===== config.mk =====
export PLATFORM = sky130hd
export DESIGN_NAME = enemy_dive_sched
export DESIGN_NICKNAME = d
export VERILOG_FILES = /design/src/rtl/enemy_dive_sched.sv
export SDC_FILE = /design/constraint.sdc
export NUM_CORES = 1
export LEC_CHECK = 0
export ABC_AREA = 0
export BUFFER_PORTS_ARGS = -buffer_cell sky130_fd_sc_hd__buf_4
export CORE_MARGIN = 4
export CORE_UTILIZATION = 40
export CTS_BUF_LIST = sky130_fd_sc_hd__clkbuf_4 sky130_fd_sc_hd__clkbuf_8
export CTS_CLUSTER_DIAMETER = 80
export CTS_CLUSTER_SIZE = 16
export DETAILED_ROUTE_END_ITERATION = 6
export HOLD_SLACK_MARGIN = 0.15
export PLACE_DENSITY = 0.69
export SLEW_MARGIN = 20
export SYNTH_ARGS = -nofsm -noshare
export SYNTH_HDL_FRONTEND = slang
export SYNTH_SLANG_ARGS = --single-unit

===== constraint.sdc =====
create_clock -name clk_i -period 6.94 [get_ports clk_i]
set_input_delay 0 -clock clk_i [delete_from_list [all_inputs] [get_ports clk_i]]
set_output_delay 0 -clock clk_i [all_outputs]
set_load 0.03 [all_outputs]

===== src/rtl/enemy_dive_sched.sv =====
// enemy_dive_sched: picks the next formation enemy to break off into a dive.
// Waits a frame-based cooldown, scans the eligible set in round-robin order
// (alive and not already diving), and hands the winner to the dive-path
// engine over a valid/ready handshake while capping simultaneous divers.
`timescale 1ns/1ps

module enemy_dive_sched #(
  parameter  int NUM_ENEMIES = 16,
  parameter  int COOLDOWN    = 120,
  parameter  int MAX_DIVERS  = 2,
  localparam int IDW         = $clog2(NUM_ENEMIES),
  localparam int CW          = $clog2(MAX_DIVERS + 1)
) (
  input  logic                   clk_i,
  input  logic                   reset_i,
  input  logic                   frame_i,
  input  logic                   pause_i,
  input  logic [NUM_ENEMIES-1:0] alive_i,
  input  logic                   done_i,
  input  logic [IDW-1:0]         done_id_i,
  output logic                   dive_valid_o,
  output logic [IDW-1:0]         dive_id_o,
  input  logic                   dive_ready_i,
  output logic [NUM_ENEMIES-1:0] diving_o,
  output logic [CW-1:0]          active_cnt_o
);

  typedef enum logic [1:0] {
    StIdle   = 2'd0,
    StSearch = 2'd1,
    StIssue  = 2'd2
  } state_e;

  localparam logic [9:0]   COOLDOWN_V = 10'(COOLDOWN);
  localparam logic [CW-1:0] MAX_V     = CW'(MAX_DIVERS);
  // Scan index of the final candidate in a full lap of the formation.
  localparam logic [IDW:0] SCAN_LAST  = (IDW + 1)'(NUM_ENEMIES - 1);

  state_e                 state_q, state_d;
  logic [IDW-1:0]         ptr_q, ptr_d;
  logic [9:0]             cd_q, cd_d;
  logic [IDW:0]           scan_q, scan_d;
  logic [NUM_ENEMIES-1:0] diving_q, diving_d;
  logic [CW-1:0]          active_q, active_d;
  logic                   valid_q, valid_d;
  logic [IDW-1:0]         id_q, id_d;

  logic [NUM_ENEMIES-1:0] set_mask, clr_mask;
  logic                   inc, dec;
  logic                   cand_ok;

  // Next-state logic for the scheduler FSM, pointer, cooldown and diver set.
  // NOTE: every signal gets a default before the case so no path leaves one
  // unassigned; a missing default here would infer a latch.
  always_comb begin
    state_d  = state_q;
    ptr_d    = ptr_q;
    cd_d     = cd_q;
    scan_d   = scan_q;
    valid_d  = valid_q;
    id_d     = id_q;
    set_mask = '0;
    clr_mask = '0;
    inc      = 1'b0;
    dec      = 1'b0;
    cand_ok  = alive_i[ptr_q] & ~diving_q[ptr_q];

    // Completion is honoured in every state, including while paused; a done
    // for an enemy that is not diving is dropped so active cannot underflow.
    if (done_i && diving_q[done_id_i]) begin
      clr_mask[done_id_i] = 1'b1;
      dec                 = 1'b1;
    end

    unique case (state_q)
      StIdle: begin
        if (!pause_i) begin
          if (cd_q != 10'd0) begin
            if (frame_i) cd_d = cd_q - 10'd1;
          end else if (active_q < MAX_V) begin
            state_d = StSearch;
            scan_d  = '0;
          end
        end
      end

      StSearch: begin
        if (!pause_i) begin
          if (cand_ok) begin
            state_d = StIssue;
            valid_d = 1'b1;
            id_d    = ptr_q;
          end else begin
            ptr_d = ptr_q + IDW'(1);
            if (scan_q == SCAN_LAST) begin
              // A full lap found nobody: back off for another cooldown.
              state_d = StIdle;
              cd_d    = COOLDOWN_V;
              scan_d  = '0;
            end else begin
              scan_d = scan_q + (IDW + 1)'(1);
            end
          end
        end
      end

      StIssue: begin
        // The command is held regardless of pause or the target dying; only
        // the engine's acceptance retires it.
        if (dive_ready_i) begin
          set_mask[id_q] = 1'b1;
          inc            = 1'b1;
          ptr_d          = id_q + IDW'(1);
          cd_d           = COOLDOWN_V;
          state_d        = StIdle;
          valid_d        = 1'b0;
        end
      end

      default: state_d = StIdle;
    endcase

    diving_d = (diving_q | set_mask) & ~clr_mask;
    active_d = active_q + CW'(inc) - CW'(dec);
  end

  // State register; reset drops the command and clears the diver set at once.
  // NOTE: sequential state uses non-blocking assignments so every register
  // samples the pre-edge values computed above, independent of statement order.
  always_ff @(posedge clk_i or posedge reset_i) begin
    if (reset_i) begin
      state_q  <= StIdle;
      ptr_q    <= '0;
      cd_q     <= COOLDOWN_V;
      scan_q   <= '0;
      // NOTE: the diver mask is a flag register, not a memory, so it is reset
      // like any other state; a stale bit would permanently block that slot.
      diving_q <= '0;
      active_q <= '0;
      valid_q  <= 1'b0;
      id_q     <= '0;
    end else begin
      state_q  <= state_d;
      ptr_q    <= ptr_d;
      cd_q     <= cd_d;
      scan_q   <= scan_d;
      diving_q <= diving_d;
      active_q <= active_d;
      valid_q  <= valid_d;
      id_q     <= id_d;
    end
  end

  assign dive_valid_o = valid_q;
  assign dive_id_o    = id_q;
  assign diving_o     = diving_q;
  assign active_cnt_o = active_q;

endmodule

==> impl_metrics.ini, run 1 <==
[outcome]
status = finished, final reports clean

[routing]
wl_met3_um = 500
drc_errors = 0
top_layer_used = met4
dr.pass1.iters = 6
wl_met1_mm = 3.58
vias = 2718
routed_wirelength_mm = 8.02
routed-wl-met2_mm = 3.76
avgRoutedWirePerCell_um = 17.6
vias_per_cell = 5.96
ant_nets = 0
drt-initial-drc-count = 237

[die]
die_h_um = 93.5
num_rows = 30
initial_core_util_pct = 42.1
dieArea_um2 = 8750
core-area_um2 = 6940
die_w_um = 93.5
io_pins = 49

[clocking]
h-tree-depth = 2
clk_latency_ns = 0.30
cts_tree = built
path_clk_slew_ns = 0.09
cts-root-buf = clkbuf_8
numCtsBuffers = 5
clockBufferDepth = 2
clkSinkCount = 44

[worst_setup_path]
worstSetupStartpoint = state_q[0]$_DFFE_PP0P_
arrival_ns = 2.80
crit_end = ptr_q[1]$_DFFE_PP0P_
reg2reg_slack_ns = 4.32
cp.required_ns = 7.12
end_kind = flop
critPathLaunchType = flop
reg2reg_from = state_q[0]$_DFFE_PP0P_
reg2reg_to = ptr_q[1]$_DFFE_PP0P_
crit_type = reg -> reg
crit_fanout = 15
rr_worst_depth = 7

[finish]
areaGrowthSynthToFinish_pct = 19.6
drive_gt1_share_pct = 23.9
final_core_util_pct = 50.4
fin_nets = 393
diodes = 0

[logic_synthesis]
syn_area_um2 = 2930
yosysWarningCount = 0
synth_largest_area_cell = dfrtp_1
synth.distinct_cells = 62
netlist.area_leader.share_pct = 34.2
ys_ff_latch = 44
synth_edf_count = 0
syn_avg_cell_area_um2 = 9.41
synthTopCellsByCount = dfrtp_1, a21oi_1, nor3_1
ys_async_sr_fraction_pct = 100
synth.area.top_cells = dfrtp_1, a21oi_1, mux4_2
post-synth-top-count-cell = dfrtp_1
syn_inst = 311
synthFlopType = dfrtp_1
synth_nets = 345
synth-seq-area-share_pct = 37.8

[job]
drv_cap = 0

[timing]
finalSetupViolCount = 0
hold_ws_ns = 0.175
rsz0062_at_grt = false
post-route-period-util_pct = 37.8
setup-tns-final_ns = 0
finalHoldViolations = 0
max_slew_margin_pct = 41.5
final-max-slew-violation-count = 0
worst_pin_slew_ns = 0.867
fmax_mhz = 382
period_minus_slack_ns = 2.62
finClkSkew_ns = 0.00693

[global_route]
grt_start_max_net_pins = 45
gr-total-overflow = 0
grt_usage_pct = 18.9
grt_pass1_vias = 2622
grt_pass1_wl_mm = 13.2
antenna_found_initial = 0

[placed_design]
port_buffers = 48
gp_congestion = 0.838
hpwlAfterDp_mm = 5.81

[power_and_ir_drop]
powerDensity_nw_per_um2 = 472
ir_drop_uv = 156
leakagePower_nw = 1.49
totalPowerFinal_mw = 1.65

[worst_hold_path]
hold_class = in -> reg
flip-flops by register name (all words and copies together), names as in the netlist:
register / count
dive_id_o: 4
cd_q: 10
active_cnt_o: 2
diving_o: 16
dive_valid_o: 1
scan_q: 5
state_q: 2
ptr_q: 4
metrics by stage:
step | cells | setup WS, ns | area [um^2]
floorplan | 311 | 4.48 | 2930
global placement | 441 | 4.40 | 3320
finish | 456 | 4.32 | 3500
detailed placement | 441 | 4.39 | 3320
global route | 456 | 4.05 | 3500
CTS | 456 | 4.36 | 3500
layout make-up:
cell class / instances / area (um^2)
well taps: 96 / 120
inverters: 19 / 71.3
flip-flops and latches: 44 / 1110
repair buffers: 56 / 438
multi-input cells: 233 / 1650
clock inverters: 3 / 42.5
fillers: 668 / 3440
clock buffers: 5 / 68.8
logic make-up (layout without fill, tap and decap cells):
group	count (synthesis)	in the layout	synth area share [%]
compound gates	97	97	21.9
fa+ha+maj	8	8	3.42
simple gates	113	113	23.7
buf+inv	34	83	5.69
xor+xnor	2	2	0.599
mux	13	13	6.93
flops	44	44	37.8
worst max-delay path, stage by stage, from the launching register on:
cell	delay (ns)
dfrtp_1	0.39
inv_1	0.11
ha_1	0.48
inv_1	0.16
nor2_1	0.63
a21oi_1	0.16
and3b_4	0.26
mux2_1	0.30
power by group:
part           switching (mW)  leakage [nW]  total [mW]  internal (mW)
registers               0.165         0.551       0.531          0.366
logic                   0.542         0.885       0.919          0.377
clock network          0.0947        0.0541       0.201          0.107
total                   0.801          1.49        1.65          0.850
layout by cell type (no fill, tap or decap), types with 4 or more instances in the layout:
cell type	instances
buf_4	49
dfrtp_1	40
a21oi_1	26
nor3_1	21
nand2_1	19
nor2_1	19
o21ai_0	19
inv_1	18
a31oi_1	14
nand3b_1	8
ha_1	8
dlygate4sd3_1	7
nor2b_1	5
nand3_1	5
mux4_2	5
clkbuf_8	5
o211ai_1	4
and2b_1	4
nor3b_2	4
o2bb2ai_1	4
and2_1	4
o21a_1	4
o22a_1	4
dfstp_2	4
routing by layer:
| layer | global-route usage (%) | vias to the layer above |
|---|---|---|
| met5 | 0 | - |
| met4 | 6.84 | 0 |
| met3 | 3.14 | 20 |
| met2 | 28.9 | 132 |
| met1 | 26.8 | 1310 |
| li1 | - | 1256 |
worst min path at each step:
stage	from	endpoint	slack, ns	cells after the start
2_1_floorplan	done_id_i[2]	diving_o[1]$_DFF_PP0_	0.22	2
4_1_cts	done_id_i[2]	diving_o[13]$_DFF_PP0_	0.17	3
6_report	done_i	diving_o[4]$_DFF_PP0_	0.18	3
5_1_grt	done_id_i[2]	diving_o[12]$_DFF_PP0_	0.20	3
3_5_place_dp	reset_i	cd_q[0]$_DFFE_PP0P_	0.19	3
3_3_place_gp	reset_i	cd_q[1]$_DFFE_PP0P_	0.18	3
timing repair:
item	CTS	global route
setup endpoints to repair	0	0
resized for setup	0	0
endpoints found under the hold margin	52	0
hold buffers	7	0
buffers inserted	0	0
No activity file was read; power rests on OpenSTA's default activity.
==> run 2, diff against run 1 <==
- ABC_AREA: 0 -> 1
- PLACE_DENSITY: 0.69 -> 0.71
- clock period: 6.94 -> 2.3 ns (I/O delays scaled with it)
==> run 2 against run 1 <==
Net effect: non-clock buffer count decreased by 1; first-iteration DRC count fell by 51%; synthesized area increased by 5.0%; sequential power increased to 2.8 times the previous value; count of clock-buffer cells in the layout unchanged; synthesized cell count increased by 49%; maximum frequency is 32% higher; worst setup slack got worse by 4.0 ns; core utilization decreased by 1.1 points; combinational power rose to 3.1 times the previous value; clock power grew 150%; critical path type unchanged; largest cell class unchanged; highest routed layer unchanged.
==> impl_metrics.ini, run 2 <==
[logic_synthesis]
netlist.area_leader.share_pct = 32.6
synth_top_family_by_area = simple AND/OR/NAND/NOR gates
synth_largest_area_cell = dfrtp_1
yosysWarningCount = 0
synthXorXnorAreaFrac_pct = 1.43
synth_nets = 496
post-synth-top-count-cell = nand2_1
synth.distinct_cells = 33
ys_ff_latch = 44
synth_simple_gate_area_share_pct = 39.4
syn_inst = 462
ys_async_sr_fraction_pct = 100
muxShareOfSynthArea_pct = 0
syn_area_um2 = 3070
synthTopCellsByCount = nand2_1, inv_1, nand3_1
synth-seq-area-share_pct = 36.0
synthFlopType = dfrtp_1
synth.area.top_cells = dfrtp_1, nand2_1, nand3_1
synth_edf_count = 0
yosys.area_share.adder_pct = 3.26
synth_compound_area_share_pct = 8.39
syn_avg_cell_area_um2 = 6.65

[timing]
setup-tns-final_ns = 0
worst_pin_slew_ns = 0.548
hold_ws_ns = 0.213
finClkSkew_ns = 0.00853
rsz0062_at_grt = false
max_slew_margin_pct = 63.4
finalSetupViolCount = 0
period_minus_slack_ns = 1.98
fmax_mhz = 504
finalHoldViolations = 0
final-max-slew-violation-count = 0
post-route-period-util_pct = 86.2

[worst_setup_path]
crit_fanout = 10
cp.required_ns = 2.50
arrival_ns = 2.18
end_kind = flop
critPathLaunchType = flop
crit_type = reg -> reg
reg2reg_from = state_q[0]$_DFFE_PP0P_
worstSetupStartpoint = state_q[0]$_DFFE_PP0P_

[global_route]
grt_start_max_net_pins = 32
grt_usage_pct = 18.2
antenna_found_initial = 0
grt_pass1_wl_mm = 13.2
gr-total-overflow = 0
grt_pass1_vias = 2947

[clocking]
path_clk_slew_ns = 0.09
numCtsBuffers = 5
cts.repair.resized = 0
cts-root-buf = clkbuf_8
clkSinkCount = 44
clk_latency_ns = 0.30
clockBufferDepth = 2
cts_post_setup_buffers_inserted = 0
cts_tree = built
h-tree-depth = 2

[die]
core-area_um2 = 7370
die_w_um = 95.7
num_rows = 31
io_pins = 49
dieArea_um2 = 9150
initial_core_util_pct = 41.7
die_h_um = 95.7

[power_and_ir_drop]
p_clk_share_pct = 10.5
intPower_mw = 2.31
pwr-share-comb_pct = 58.8
totalPowerFinal_mw = 4.78
powerDensity_nw_per_um2 = 1320
seqPwrFrac_pct = 30.7
leakagePower_nw = 1.96
ir_drop_uv = 802
power.switching_mw = 2.47
switching_share_pct = 51.7

[placed_design]
port_buffers = 48
gp_congestion = 0.944
dp_cells = 601
hpwlAfterDp_mm = 6.20

[routing]
ant_nets = 0
avgRoutedWirePerCell_um = 13.1
dr.pass1.iters = 6
routed_wirelength_mm = 8.04
vias_per_cell = 4.94
drt-initial-drc-count = 117
drc_errors = 0
vias = 3028

[job]
drv_cap = 0

[finish]
diodes = 0
final_common_cell = nand2_1
drive_gt1_share_pct = 17.1
areaGrowthSynthToFinish_pct = 18.2
fin_nets = 547
largest_reg_flops = 16
fillers = 761
layout_common_cells = nand2_1, inv_1, nand3_1
final_cells = 613

[worst_hold_path]
hold_class = in -> reg
min_from = done_id_i[3]

[outcome]
status = finished, final reports clean
==> run 2: cell count changes after synthesis, sizes merged, moves of 6 or more <==
cell,previous run,this run
a21oi,26,8
a22oi,2,8
a31oi,15,0
clkbuf,8,1
inv,19,74
nand2,19,162
nand3,5,58
nor2,19,47
nor3,21,0
==> run 2: kinds of logic after synthesis <==
kind of cell / count (synthesis)
AO/OA/AOI/OAI: 42
XOR/XNOR: 5
adder cells (fa/ha/maj): 8
buffers and inverters: 85
flip-flops: 44
AND/OR/NAND/NOR: 278
==> run 2: final cells by class <==
| class | count | area (um^2) | area share, % |
|---|---|---|---|
| Multi-Input combinational cell | 333 | 1610 | 44.4 |
| Clock inverter | 3 | 18.8 | 0.517 |
| Inverter | 74 | 279 | 7.68 |
| Tap cell | 99 | 124 | 3.41 |
| Clock buffer | 5 | 68.8 | 1.89 |
| Timing Repair Buffer | 55 | 423 | 11.6 |
| Sequential cell | 44 | 1110 | 30.5 |
==> run 2: layer usage <==
| layer | track usage [%] | part of all wire, % |
|---|---|---|
| met1 | 22.8 | 44 |
| met2 | 31.9 | 48 |
| met3 | 3.63 | 7.1 |
| met4 | 4.62 | 0.97 |
| met5 | 0 | 0 |
==> run 2: worst paths after layout <==
path / to / slack, ns / cells past startpoint
max reg2reg: ptr_q[1]$_DFFE_PP0P_ / 0.32 / 9
min: diving_o[0]$_DFF_PP0_ / 0.21 / 7
min reg2reg: cd_q[9]$_DFFE_PP0P_ / 0.48 / 2
max in group asynchronous: diving_o[0]$_DFF_PP0_ / 1.43 / 4
max: ptr_q[1]$_DFFE_PP0P_ / 0.32 / 9
min in group asynchronous: ptr_q[2]$_DFFE_PP0P_ / 0.29 / 3
==> run 2: what timing repair did <==
item                                    in CTS  in global routing
endpoints found under the setup margin       0                  0
endpoints found under the hold margin       57                  0
hold buffers                                 4                  0
==> run 2: power groups by stage <==
| stage | clock network, mW | logic (mW) | registers, mW |
|---|---|---|---|
| after floorplan | 0 | 1.86 | 1.67 |
| after global placement | 0 | 2.76 | 1.47 |
| after detailed placement | 0 | 2.81 | 1.48 |
| after CTS | 0.517 | 2.83 | 1.46 |
| after global routing | 0.554 | 3.16 | 1.51 |
| final | 0.502 | 2.81 | 1.47 |
==> run 2: critical path, stage by stage, from the launching register on <==
cell	delay, ns
dfrtp_1	0.40
inv_1	0.10
ha_1	0.31
nand2_1	0.15
inv_2	0.14
a21oi_1	0.06
a21oi_1	0.44
nand2_2	0.15
nand2_1	0.08
nand2_1	0.05
==> run 2: metrics by stage <==
stage / instance area, um^2 / worst slack (ns) / utilization, %
after floorplan: 3070 / 0.540 / -
final: 3630 / 0.316 / 49.3
after global routing: 3630 / 0.0597 / 49.3
after global placement: 3500 / 0.394 / 47.5
after CTS: 3630 / 0.302 / 49.3
after detailed placement: 3500 / 0.331 / 47.6
==> run 3, diff against run 2 <==
- BUFFER_PORTS_ARGS: -buffer_cell sky130_fd_sc_hd__buf_4 -> unset
- DONT_BUFFER_PORTS: unset -> 1
- PLACE_DENSITY: 0.71 -> 0.65
==> run 3 against run 2 <==
Net effect: count of clock-buffer cells in the layout up 1; final area shrank 6.1%; largest cell class unchanged; clock skew grew 0.0012 ns; highest routed layer unchanged; total power fell by 3.7%; first-iteration DRC count increased by 32%; global-route usage is 0.70 points higher; wire length down 0.57%; hold slack got worse by 0.051 ns.
==> impl_metrics.ini, run 3 (synthesized netlist as in run 2, its figures left out) <==
[timing]
max_slew_margin_pct = 52.3
setup-tns-final_ns = 0
worst_pin_slew_ns = 0.713
rsz0062_at_grt = false
fmax_mhz = 479
finClkSkew_ns = 0.00977
hold_ws_ns = 0.161
period_minus_slack_ns = 2.09
worst_slack_ns = 0.212
post-route-period-util_pct = 90.8
finalSetupViolCount = 0
finalHoldViolations = 0
final-max-slew-violation-count = 0

[worst_setup_path]
end_kind = flop
worst-path-buf-inv = 3
cp.required_ns = 2.55
critical_path.max_stage_delay_ns = 0.56
reg2reg_from = diving_o[15]$_DFF_PP0_
crit_path_cell_trace = a22oi_1 -> nand2_1 -> nand2_1 -> nand2_1 -> inv_2 -> nand2_4 -> nand3_1 -> dlygate4sd3_1 -> nand2_1 -> inv_1
cp_top_family = buffers and inverters
rr_worst_depth = 10
critPathSlowestCell = dlygate4sd3_1
reg2reg_to = diving_o[0]$_DFF_PP0_
crit_type = reg -> reg
cp_common_cell = nand2_1
reg2reg_slack_ns = 0.21
arrival_ns = 2.34
crit_fanout = 16
critPathLaunchType = flop

[die]
io_pins = 49
dieArea_um2 = 9150
initial_core_util_pct = 41.7
die_h_um = 95.7
num_rows = 31
core-area_um2 = 7370
die_w_um = 95.7

[power_and_ir_drop]
leakagePower_nw = 1.80
totalPowerFinal_mw = 4.60
ir_drop_uv = 573
powerDensity_nw_per_um2 = 1350

[clocking]
cts_tree = built
cts-root-buf = clkbuf_8
holdBufCountCts = 15
h-tree-depth = 2
numCtsBuffers = 5
cts_post_setup_buffers_inserted = 0
clk_latency_ns = 0.30
cts.repair.resized = 0
path_clk_slew_ns = 0.09
clkSinkCount = 44
clockBufferDepth = 2

[placed_design]
dp_slack_ns = 0.264
placed_cell_area_um2 = 3150
hpwlAfterDp_mm = 6.14
gp_congestion = 0.970
port_buffers = 0
dp_cells = 554

[job]
drv_cap = 0

[routing]
avgRoutedWirePerCell_um = 13.9
routed_wirelength_mm = 7.99
vias_per_cell = 5.00
vias = 2886
ant_nets = 0
drt-initial-drc-count = 155
drc_errors = 0
dr.pass1.iters = 4

[global_route]
antenna_found_initial = 0
grt_usage_pct = 18.9
grt_pass1_vias = 2838
grt_start_max_net_pins = 30
gr-total-overflow = 0
grt_pass1_wl_mm = 13.6

[finish]
fin_nets = 511
largest_reg_flops = 16
design_area_um2 = 3410
final_cells = 577
final_common_cell = nand2_1
final_core_util_pct = 46.3
areaGrowthSynthToFinish_pct = 11.0
drive_gt1_share_pct = 8.37
diodes = 0
layout_common_cells = nand2_1, inv_1, nand3_1

[worst_hold_path]
whs_endpoint = diving_o[10]$_DFF_PP0_
hold_depth = 7
min_from = done_id_i[3]
hold_class = in -> reg

[outcome]
status = finished, final reports clean
-- run 3: worst max path at each step --
stage                                      to                    from  cells past startpoint  slack [ns]
floorplan           active_cnt_o[1]$_DFF_PP0_   diving_o[4]$_DFF_PP0_                      9        0.54
global placement    active_cnt_o[1]$_DFF_PP0_  diving_o[15]$_DFF_PP0_                      9        0.26
detailed placement  active_cnt_o[1]$_DFF_PP0_  diving_o[11]$_DFF_PP0_                      9        0.26
CTS                     diving_o[0]$_DFF_PP0_  diving_o[15]$_DFF_PP0_                     10        0.21
global route            diving_o[0]$_DFF_PP0_  diving_o[15]$_DFF_PP0_                     10        0.07
finish                  diving_o[0]$_DFF_PP0_  diving_o[15]$_DFF_PP0_                     10        0.21
-- run 3: routing by layer --
layer,vias up,track usage (%),routed length (um)
met2,72,32.9,3840
met3,12,4.81,619
met5,-,0,0
li1,1478,-,-
met4,0,5.69,150
met1,1324,22.8,3380
-- run 3: final cells by class --
class	count	area (um^2)
fill	761	3960
multi-input combinational	333	1610
clock buffer	6	76.3
tap	99	124
timing repair buffer	19	180
sequential	44	1110
inverter	74	278
clock inverter	2	35.0
-- run 3: power breakdown --
group / internal, mW / switching, mW / leakage [nW]
Sequential: 1.11 / 0.692 / 0.542
Clock: 0.334 / 0.268 / 0.0586
Combinational: 0.779 / 1.43 / 1.19
Total: 2.22 / 2.39 / 1.80
-- run 3: tightest hold or removal path: stages --
cell     delay, ns
inv_1         0.03
nor2_1        0.05
inv_1         0.12
nor2_1        0.06
nand3_1       0.08
nand2_1       0.05
inv_1         0.04
